## src/rtl/rob_buffer_pkg.sv

```systemverilog
// Shared constants and types for the reorder buffer slice.
// Imported by rob_ptr_ctrl and rob_buffer.
package rob_buffer_pkg;

    localparam int ROB_Size  = 16;
    localparam int ROB_Width = 4;
    localparam int Data_Bus  = 32;

    typedef enum logic [1:0] {
        KIND_REG    = 2'd0,
        KIND_STORE  = 2'd1,
        KIND_BRANCH = 2'd2,
        KIND_JUMP   = 2'd3
    } rob_kind_e;

    localparam logic [ROB_Width-1:0] EMPTY_TAG = '0;

endpackage

```

## src/rtl/rob_ptr_ctrl.sv

```systemverilog
// Head/tail/count bookkeeping for the reorder buffer, plus the
// circular "younger than the flushed branch" mask.
module rob_ptr_ctrl
    import rob_buffer_pkg::*;
#(
    parameter int DEPTH = ROB_Size,
    parameter int AW    = ROB_Width
) (
    input  logic          clk,
    input  logic          rst,
    input  logic          rdy,
    input  logic          alloc_req_i,
    input  logic          clr_i,
    input  logic [AW-1:0] clear_tag_i,
    input  logic          commit_i,
    output logic [AW-1:0] head_o,
    output logic [AW-1:0] tail_o,
    output logic          full_o,
    output logic          alloc_fire_o,
    output logic [DEPTH-1:0] young_o
);

    logic [AW-1:0] head_q, head_d;
    logic [AW-1:0] tail_q, tail_d;
    logic [AW:0]   count_q, count_d;
    logic [AW-1:0] off_c;
    logic [AW-1:0] idx;
    logic [AW-1:0] off_i;

    assign head_o = head_q;
    assign tail_o = tail_q;
    assign full_o = (count_q == (AW+1)'(DEPTH));
    assign alloc_fire_o = rdy & alloc_req_i & ~full_o & ~clr_i;

    // Age is the distance from head; anything further than the branch is younger.
    always_comb begin
        off_c = clear_tag_i - head_q;
        idx   = '0;
        off_i = '0;
        for (int i = 0; i < DEPTH; i++) begin
            idx        = AW'(i);
            off_i      = idx - head_q;
            young_o[i] = (off_i > off_c);
        end
    end

    always_comb begin
        head_d  = head_q;
        tail_d  = tail_q;
        count_d = count_q;
        if (rdy) begin
            if (commit_i) begin
                head_d = head_q + 1'b1;
            end
            if (clr_i) begin
                tail_d  = clear_tag_i + 1'b1;
                count_d = {1'b0, off_c} + (AW+1)'(1)
                        - (AW+1)'(commit_i);
            end else begin
                if (alloc_fire_o) begin
                    tail_d = tail_q + 1'b1;
                end
                count_d = count_q + (AW+1)'(alloc_fire_o)
                        - (AW+1)'(commit_i);
            end
        end
    end

    always_ff @(posedge clk) begin
        if (rst) begin
            head_q  <= '0;
            tail_q  <= '0;
            count_q <= '0;
        end else begin
            head_q  <= head_d;
            tail_q  <= tail_d;
            count_q <= count_d;
        end
    end

endmodule

```

## src/rtl/rob_buffer.sv

```systemverilog
// Reorder buffer: in-order tag allocation, RS writeback capture, broadcast, commit.
// Define ROB_BYPASS_EN to forward an accepted writeback onto the broadcast bus combinationally.
module rob_buffer
    import rob_buffer_pkg::*;
#(
    parameter int ROB_DEPTH = ROB_Size,
    parameter int ADDR_W    = ROB_Width,
    parameter int DATA_W    = Data_Bus
) (
    input  logic                      clk,
    input  logic                      rst,
    input  logic                      rdy,
    input  logic                      alloc_req,
    input  logic [4:0]                alloc_rd,
    input  logic [1:0]                alloc_kind,
    output logic [ADDR_W-1:0]         alloc_tag,
    output logic                      full,
    input  logic                      ROB_Ready,
    input  logic [ADDR_W-1:0]         ROB_Addr,
    input  logic [DATA_W-1:0]         ROB_A,
    input  logic                      clr,
    input  logic [ADDR_W-1:0]         Clear_Tag,
    output logic [ROB_DEPTH-1:0]      ROB_Valid,
    output logic [ROB_DEPTH*DATA_W-1:0] ROB_Value,
    input  logic                      commit_ready,
    output logic                      commit_valid,
    output logic [ADDR_W-1:0]         commit_tag,
    output logic [4:0]                commit_rd,
    output logic [1:0]                commit_kind,
    output logic [DATA_W-1:0]         commit_value
);

    logic [ROB_DEPTH-1:0] busy_q, busy_d;
    logic [ROB_DEPTH-1:0] done_q, done_d;
    logic [DATA_W-1:0]    value_q [ROB_DEPTH];
    logic [DATA_W-1:0]    value_d [ROB_DEPTH];
    logic [4:0]           rd_q    [ROB_DEPTH];
    logic [4:0]           rd_d    [ROB_DEPTH];
    rob_kind_e            kind_q  [ROB_DEPTH];
    rob_kind_e            kind_d  [ROB_DEPTH];

    logic                 cv_q;
    logic [ADDR_W-1:0]    ctag_q;
    logic [4:0]           crd_q;
    logic [1:0]           ckind_q;
    logic [DATA_W-1:0]    cval_q;

    logic [ADDR_W-1:0]    head;
    logic [ADDR_W-1:0]    tail;
    logic [ROB_DEPTH-1:0] young;
    logic                 alloc_fire;
    logic                 commit_fire;
    logic                 wb_ok;

    rob_ptr_ctrl #(
        .DEPTH (ROB_DEPTH),
        .AW    (ADDR_W)
    ) u_ptr (
        .clk          (clk),
        .rst          (rst),
        .rdy          (rdy),
        .alloc_req_i  (alloc_req),
        .clr_i        (clr),
        .clear_tag_i  (Clear_Tag),
        .commit_i     (commit_fire),
        .head_o       (head),
        .tail_o       (tail),
        .full_o       (full),
        .alloc_fire_o (alloc_fire),
        .young_o      (young)
    );

    assign alloc_tag   = tail;
    // done must already be registered, so a same-cycle writeback to head waits a cycle.
    assign commit_fire = rdy & busy_q[head] & done_q[head] & commit_ready;
    assign wb_ok       = rdy & ROB_Ready & busy_q[ROB_Addr]
                       & ~(clr & young[ROB_Addr]);

    always_comb begin
        busy_d  = busy_q;
        done_d  = done_q;
        value_d = value_q;
        rd_d    = rd_q;
        kind_d  = kind_q;
        if (rdy) begin
            if (wb_ok) begin
                done_d[ROB_Addr]  = 1'b1;
                value_d[ROB_Addr] = ROB_A;
            end
            if (clr) begin
                if (busy_q[Clear_Tag]) begin
                    done_d[Clear_Tag] = 1'b1;
                end
                busy_d = busy_d & ~young;
                done_d = done_d & ~young;
            end
            if (alloc_fire) begin
                busy_d[tail]  = 1'b1;
                done_d[tail]  = 1'b0;
                rd_d[tail]    = alloc_rd;
                kind_d[tail]  = rob_kind_e'(alloc_kind);
                value_d[tail] = '0;
            end
            if (commit_fire) begin
                busy_d[head] = 1'b0;
                done_d[head] = 1'b0;
            end
        end
    end

    always_ff @(posedge clk) begin
        if (rst) begin
            busy_q  <= '0;
            done_q  <= '0;
            for (int i = 0; i < ROB_DEPTH; i++) begin
                value_q[i] <= '0;
                rd_q[i]    <= '0;
                kind_q[i]  <= KIND_REG;
            end
            cv_q    <= 1'b0;
            ctag_q  <= EMPTY_TAG;
            crd_q   <= '0;
            ckind_q <= '0;
            cval_q  <= '0;
        end else begin
            busy_q  <= busy_d;
            done_q  <= done_d;
            value_q <= value_d;
            rd_q    <= rd_d;
            kind_q  <= kind_d;
            cv_q    <= commit_fire;
            if (commit_fire) begin
                ctag_q  <= head;
                crd_q   <= rd_q[head];
                ckind_q <= kind_q[head];
                cval_q  <= value_q[head];
            end
        end
    end

    assign commit_valid = cv_q;
    assign commit_tag   = ctag_q;
    assign commit_rd    = crd_q;
    assign commit_kind  = ckind_q;
    assign commit_value = cval_q;

    always_comb begin
        ROB_Valid = busy_q & done_q;
        ROB_Value = '0;
        for (int i = 0; i < ROB_DEPTH; i++) begin
            ROB_Value[i*DATA_W +: DATA_W] = value_q[i];
        end
`ifdef ROB_BYPASS_EN
        if (wb_ok) begin
            ROB_Valid[ROB_Addr] = 1'b1;
            ROB_Value[int'(ROB_Addr)*DATA_W +: DATA_W] = ROB_A;
        end
`endif
    end

endmodule

```

## config.mk

```make
export PLATFORM = sky130hd
export DESIGN_NAME = rob_buffer
export DESIGN_NICKNAME = d
export VERILOG_FILES = /design/src/rtl/rob_buffer_pkg.sv /design/src/rtl/rob_ptr_ctrl.sv /design/src/rtl/rob_buffer.sv
export SDC_FILE = /design/constraint.sdc
export NUM_CORES = 2
export LEC_CHECK = 0
export BUFFER_PORTS_ARGS = -buffer_cell sky130_fd_sc_hd__buf_2
export CAP_MARGIN = 20
export CELL_PAD_IN_SITES_DETAIL_PLACEMENT = 1
export CELL_PAD_IN_SITES_GLOBAL_PLACEMENT = 2
export CORE_ASPECT_RATIO = 1.5
export CORE_MARGIN = 1
export CORE_UTILIZATION = 24
export DETAILED_ROUTE_END_ITERATION = 10
export PLACE_DENSITY_LB_ADDON = 0.1
export SYNTH_ARGS = -nofsm -noshare
export SYNTH_HDL_FRONTEND = slang
export SYNTH_SLANG_ARGS = --single-unit
export TNS_END_PERCENT = 5
```

## constraint.sdc

```tcl
create_clock -name clk -period 16.25 [get_ports clk]
set_input_delay 0.8125 -clock clk [delete_from_list [all_inputs] [get_ports clk]]
set_output_delay 0.8125 -clock clk [all_outputs]
set_load 0.005 [all_outputs]
```

-- Word-level counts from Yosys, hierarchy flattened
Cells that the tools add are included.
- bitwise operators: 30
- reduce and logical (&&, ||, !) cells: 10
- eq/ne operators: 1
- multiplexer cells: 59
- add/sub/neg operators: 24
- $lt $le $gt $ge: 29
- operator list (cell ; count):
    512-bit two-way mux ; 3
    512-bit AND ; 1
    512-bit bitwise mux ; 1
    512-bit inverter ; 1
    32-bit demux with 4-bit select ; 2
    16-bit two-way mux ; 15
    32-bit binary-select mux with 4-bit select ; 1
    32-bit two-way mux ; 4
    16-bit AND ; 6
    80-bit bitwise mux ; 1
    4-bit > comparator ; 16
    16-bit inverter ; 3
    16-bit OR ; 3
    32-bit bitwise mux ; 1
    4-bit subtractor (first input constant) ; 8
    1-bit binary-select mux with 4-bit select ; 5
    5-bit binary-select mux with 4-bit select ; 1
    5-bit demux with 4-bit select ; 1
    4-bit by 5-bit less-than comparator with 1-bit output (second input constant) ; 4
    5-bit two-way mux ; 4
    1-bit demux with 4-bit select ; 4
    4-bit by 1-bit greater-or-equal comparator with 1-bit output (second input constant) ; 4
    3-bit by 4-bit subtractor with 4-bit output (first input constant) ; 4
    5-bit greater-or-equal comparator (second input constant) ; 3
    other kinds (20) ; 57
- flip-flop bits (word level): 713
- logic and storage cells: 211
- output and inout port bits: 577
- input bits: 54

-- Logic depth before layout (Yosys ltp)
- depth after elaboration: 21
- depth in mapped cells: 22

-- Modules after synthesis
A second synthesis with hierarchy kept.
- cell total of the unflattened synthesis: 3531
- area total of the unflattened synthesis: 33286.9 µm²
- by module, submodules not included (module ; area each (µm²) ; times used ; cells an instance):
    rob_buffer ; 31139.9 ; 1 ; 3271
    rob_ptr_ctrl ; 2147.1 ; 1 ; 260

-- Worst setup path after synthesis
No wires, ideal clock.
- kind: reg2reg
- start point: register u_ptr.head_q[1], in the netlist u_ptr.head_o[1]
- end point: register value_q, in the netlist ROB_Value[101]
- slack: 11.122 ns
- library setup time: 0.070 ns
- arrival time: 5.057 ns
- required time: 16.180 ns
- path buffers: 6
- stages on the path, launching flop included: 22
- cells stage by stage: dfxtp_1 -> clkbuf_1 -> clkbuf_1 -> buf_1 -> inv_1 -> ha_1 -> and3b_1 -> buf_2 -> nor3_1 -> a211o_2 -> inv_1 -> ha_1 -> and2_1 -> and4_1 -> a31o_2 -> a211oi_2 -> and4_4 -> nand2_2 -> buf_2 -> a31oi_1 -> clkbuf_1 -> o2bb2ai_1
- cells in the longest elaborated chain, start to end: 11
- elaborated cells between the ends (all ways): 42
- classes of those cells: 17 x add/sub; 16 x order compare; 5 x mux; 4 x bitwise
- ends and longest elaborated chain (what ; line ; source):
    from (decl) ; rob_ptr_ctrl.sv:23 ; logic [AW-1:0] head_q, head_d;
    from (signal assigned) ; rob_ptr_ctrl.sv:71 ; head_q <= '0;
    from (signal assigned) ; rob_ptr_ctrl.sv:75 ; head_q <= head_d;
    1-bit by 4-bit subtractor with 4-bit output (tied with other cells) ; rob_ptr_ctrl.sv:42 ; off_i = idx - head_q;
    4-bit > comparator ; rob_ptr_ctrl.sv:43 ; young_o[i] = (off_i > off_c);
    1-bit binary-select mux with 4-bit select * ; rob_buffer.sv:77 ; & ~(clr & young[ROB_Addr]);
    1-bit two-way mux (implied by the code) * ; rob_buffer.sv:77 ;
    1-bit AND * ; rob_buffer.sv:77 ;
    1-bit inverter * ; rob_buffer.sv:77 ;
    1-bit AND * ; rob_buffer.sv:77 ;
    512-bit two-way mux * ; rob_buffer.sv:86 ; if (wb_ok) begin
    512-bit two-way mux * ; rob_buffer.sv:85 ; if (rdy) begin
    512-bit AND (no line) ; - ;
    512-bit two-way mux * ; rob_buffer.sv:97 ; if (alloc_fire) begin
    to (signal assigned) ; rob_buffer.sv:128 ; value_q <= value_d;
    to (decl) ; rob_buffer.sv:35 ; logic [DATA_W-1:0] value_q [ROB_DEPTH];
Mark *: on every way between the ends. The rest lies on a longest branch, timed or not. The select of a mux whose other input is x is not followed.
A chain may end at the register's enable or synchronous reset.

-- Final worst setup path
- start point: register u_ptr.head_q[2], in the netlist u_ptr.head_o[2]
- end point: register value_q, in the netlist ROB_Value[146]
The elaborated chain is that of the path after synthesis.

==> impl_metrics.toml <==
[synth]
ys_top_cells_by_count = "713 x dfxtp_1, 578 x nand2_1, 251 x o2bb2ai_1, 234 x a21oi_1, 208 x mux4_2"
synth.most_common_cell = "dfxtp_1"
synthDistinctLibCells = 92
synth-async-reset-ratio_pct = 0
yosys-top-cells-area = "dfxtp_1 43%, mux4_2 14%, o2bb2ai_1 6.7%, nand2_1 6.6%, a21oi_1 3.6%"
syn-mean-instance-area_sq_um = 10.1
ys.flop_type = "dfxtp_1"
ys_warn_count = 0
yosysTopAreaCellShare_pct = 43.3
synth_cells = 3267
synth-seq-area-share_pct = 43.3
yosysTopAreaCell = "dfxtp_1"
synth_nets = 3369
syn_area_sq_um = 33000
synth_edf_count = 0
ys_seq_elements = 713

[critical_path]
cp.arrival_ns = 7.21
worstPathRequired_ns = 16.85
cpMostUsedCell = "ha_1"
crit_slowest_cell = "a211oi_4"
path_class = "flop to flop"
rrSetupSlack_ns = 9.64
startpoint_type = "flop"
crit-reg2reg-launch = "u_ptr.head_o[2]$_SDFFE_PP0P_"
crit_path_cell_trace = "inv_4, ha_1, and3b_1, nor3_1, a211o_2, inv_1, ha_1, and2_1, and4_1, a31o_2, a211oi_2, and4_4, nand2_2, a211oi_4, buf_4, o2bb2ai_1"
ff2ff_path_depth = 16
crit_path_end_kind = "flop"
r2r-end = "ROB_Value[146]$_SDFFE_PP0P_"
cpPeakStageDelay_ns = 0.84
cp_max_fo = 26

[die]
dieHeight_microns = 456
ios = 631
die-area_sq_um = 139000
fp-row-count = 166
initial_core_util_pct = 24.2
die_w_microns = 305
core_area_sq_um = 136000

[global_routing]
grt_max_degree = 92
gr-total-overflow = 0
grt_pass1_vias = 32069
grt_usage_pct = 28.3
grt_antenna_before_repair = 17
grt_pass1_wl_microns = 276000

[pwr]
power.switching_mw = 1.04
pwr-share-comb_pct = 5.9
powerDensity_nw_per_um2 = 97.6
leakagePower_nw = 15.3
seq_power_share_pct = 44.1
ir_drop_uv = 69.3
p_int_mw = 2.95
p_sw_share_pct = 26.0
p_clk_share_pct = 50.0

[timing]
holdWs_ns = 0.391
setup_viol = 0
hold_viol = 0
finalMaxSlewViolations = 0
fin_setup_tns_ns = 0
timing.fmax_mhz = 151
period_minus_slack_ns = 6.61
slew_headroom_pct = 23.4
clock_skew_ns = 0.0314
rsz0062_at_grt = "no"
worst_pin_slew_ns = 1.15
fin_crit_sh_pct = 40.7

[clocking]
cts_buffers = 83
clock_sinks = 713
ctsResizeCount = 0
clockBufferDepth = 3
clk_pin_slew_worst_paths_ns = 0.06
htree_levels = 3
ctsHoldBuffers = 0
postCtsSetupRepairBufs = 0
clock_latency_ns = 0.70
cts_tree = "done"
root_buffer = "clkbuf_16"

[min_path]
hold_end = "ROB_Value[478]$_SDFFE_PP0P_"
hold_path.class = "primary input to flop"
hold_path_depth = 3
hold_start = "ROB_A[30]"

[run_status]
status = "finished clean"

[finish]
drive_above_1_share_pct = 29.8
finalNetCount = 3867
area_delta_synth_final_pct = 23.9
fill_cells = 15443

[route]
wl_microns = 200000
remaining_drc_errors = 0
vias = 30592
drt-pass1-iter-count = 5
avgRoutedWirePerCell_microns = 35.7
ant_nets = 0
via_per_inst = 5.47
drt-initial-drc-count = 2121

[placed_design]
hpwlAfterDp_microns = 139000
io_buffers = 630
place.gp.congestion = 0.882

[flow_run]
maxCapViolations = 0
[cell usage in the layout (no fill, tap or decap), types with 29 or more instances in the layout]
| cell type | instances |
|---|---|
| a2111o_1 | 50 |
| a21oi_1 | 231 |
| a32o_1 | 57 |
| and2_1 | 39 |
| buf_2 | 628 |
| buf_4 | 84 |
| clkbuf_16 | 86 |
| dfxtp_1 | 710 |
| ha_1 | 46 |
| inv_1 | 129 |
| mux2i_1 | 41 |
| mux4_2 | 208 |
| nand2_1 | 577 |
| nand3_1 | 50 |
| nor2_1 | 77 |
| nor2b_1 | 42 |
| o21ai_0 | 29 |
| o22ai_1 | 35 |
| o2bb2ai_1 | 251 |
| o31ai_1 | 59 |
| o32ai_1 | 40 |
[cell type report]
type,count,area [sq um],share of cell area (%)
Sequential cell,713,14300,35.0
Antenna cell,2,5.00,0.0123
Inverter,132,499,1.22
Clock inverter,25,297,0.726
Clock buffer,126,2500,6.13
Timing Repair Buffer,716,3840,9.40
Tap cell,1764,2210,5.41
Multi-Input combinational cell,2119,17200,42.1
[state kept, by name, indices dropped and copies added, names as in the netlist]
name           count
commit_tag         4
commit_valid       1
busy_q            16
u_ptr.head_o       4
commit_value      32
done_q            16
ROB_Value        512
kind_q            32
u_ptr.tail_o       4
commit_rd          5
u_ptr.count_q      5
rd_q              80
commit_kind        2
[how the worst max path moves through the flow]
stage                                       from                     endpoint  slack [ns]  cells after the start
floorplan           u_ptr.head_o[1]$_SDFFE_PP0P_  ROB_Value[101]$_SDFFE_PP0P_       11.12                     21
global placement    u_ptr.head_o[2]$_SDFFE_PP0P_  ROB_Value[376]$_SDFFE_PP0P_        9.78                     17
detailed placement  u_ptr.head_o[2]$_SDFFE_PP0P_  ROB_Value[154]$_SDFFE_PP0P_        9.73                     16
CTS                 u_ptr.head_o[2]$_SDFFE_PP0P_  ROB_Value[154]$_SDFFE_PP0P_        9.71                     16
global route        u_ptr.head_o[2]$_SDFFE_PP0P_  ROB_Value[152]$_SDFFE_PP0P_        9.44                     16
finish              u_ptr.head_o[2]$_SDFFE_PP0P_  ROB_Value[146]$_SDFFE_PP0P_        9.64                     16
[cells by family (layout without fill, tap and decap cells)]
logic type	after synthesis	count (layout)	synth area share, %
AO/OA/AOI/OAI	906	906	21.3
adder cells (fa/ha/maj)	52	52	1.99
other	0	2	0
buffers and inverters	435	999	5.50
multiplexers	251	251	15.5
flip-flops	713	713	43.3
XOR/XNOR	18	18	0.501
AND/OR/NAND/NOR	892	892	11.8
[power by group through the flow]
stage | Sequential (mW) | Clock [mW] | Combinational [mW]
3_5_place_dp | 1.80 | 0 | 0.236
6_report | 1.76 | 1.99 | 0.236
4_1_cts | 1.76 | 2.04 | 0.237
2_1_floorplan | 1.79 | 0 | 0.120
3_3_place_gp | 1.80 | 0 | 0.235
5_1_grt | 1.76 | 2.10 | 0.247
[layer usage]
metal | GRT usage [%] | part of all wire, % | vias to the layer above
li1 | - | - | 13175
met1 | 33.6 | 40 | 16092
met2 | 50.6 | 51 | 1063
met3 | 5.26 | 5.6 | 254
met4 | 9.26 | 3.1 | 8
met5 | 0 | 0.023 | -
[critical path: cells and delay by family, from the launching register on]
| kind | cells | cell delay [ns] |
|---|---|---|
| flip-flops | 1 | 0.75 |
| AO/OA/AOI/OAI | 5 | 1.94 |
| buffers and inverters | 3 | 1.34 |
| adder cells (fa/ha/maj) | 2 | 0.82 |
| AND/OR/NAND/NOR | 6 | 1.52 |
[per-stage QoR]
| step | util [%] | instance area, sq um | power (mW) | instances | setup slack (ns) |
|---|---|---|---|---|---|
| after floorplan | - | 33000 | 1.91 | 3267 | 11.12 |
| after global placement | 27.9 | 38000 | 2.03 | 5440 | 9.78 |
| after detailed placement | 27.9 | 38000 | 2.03 | 5444 | 9.73 |
| after CTS | 30.0 | 40800 | 4.03 | 5595 | 9.71 |
| after global routing | 30.0 | 40800 | 4.11 | 5595 | 9.44 |
| final | 30.0 | 40800 | 3.98 | 5597 | 9.64 |
No activity file was read; power rests on OpenSTA's default activity.
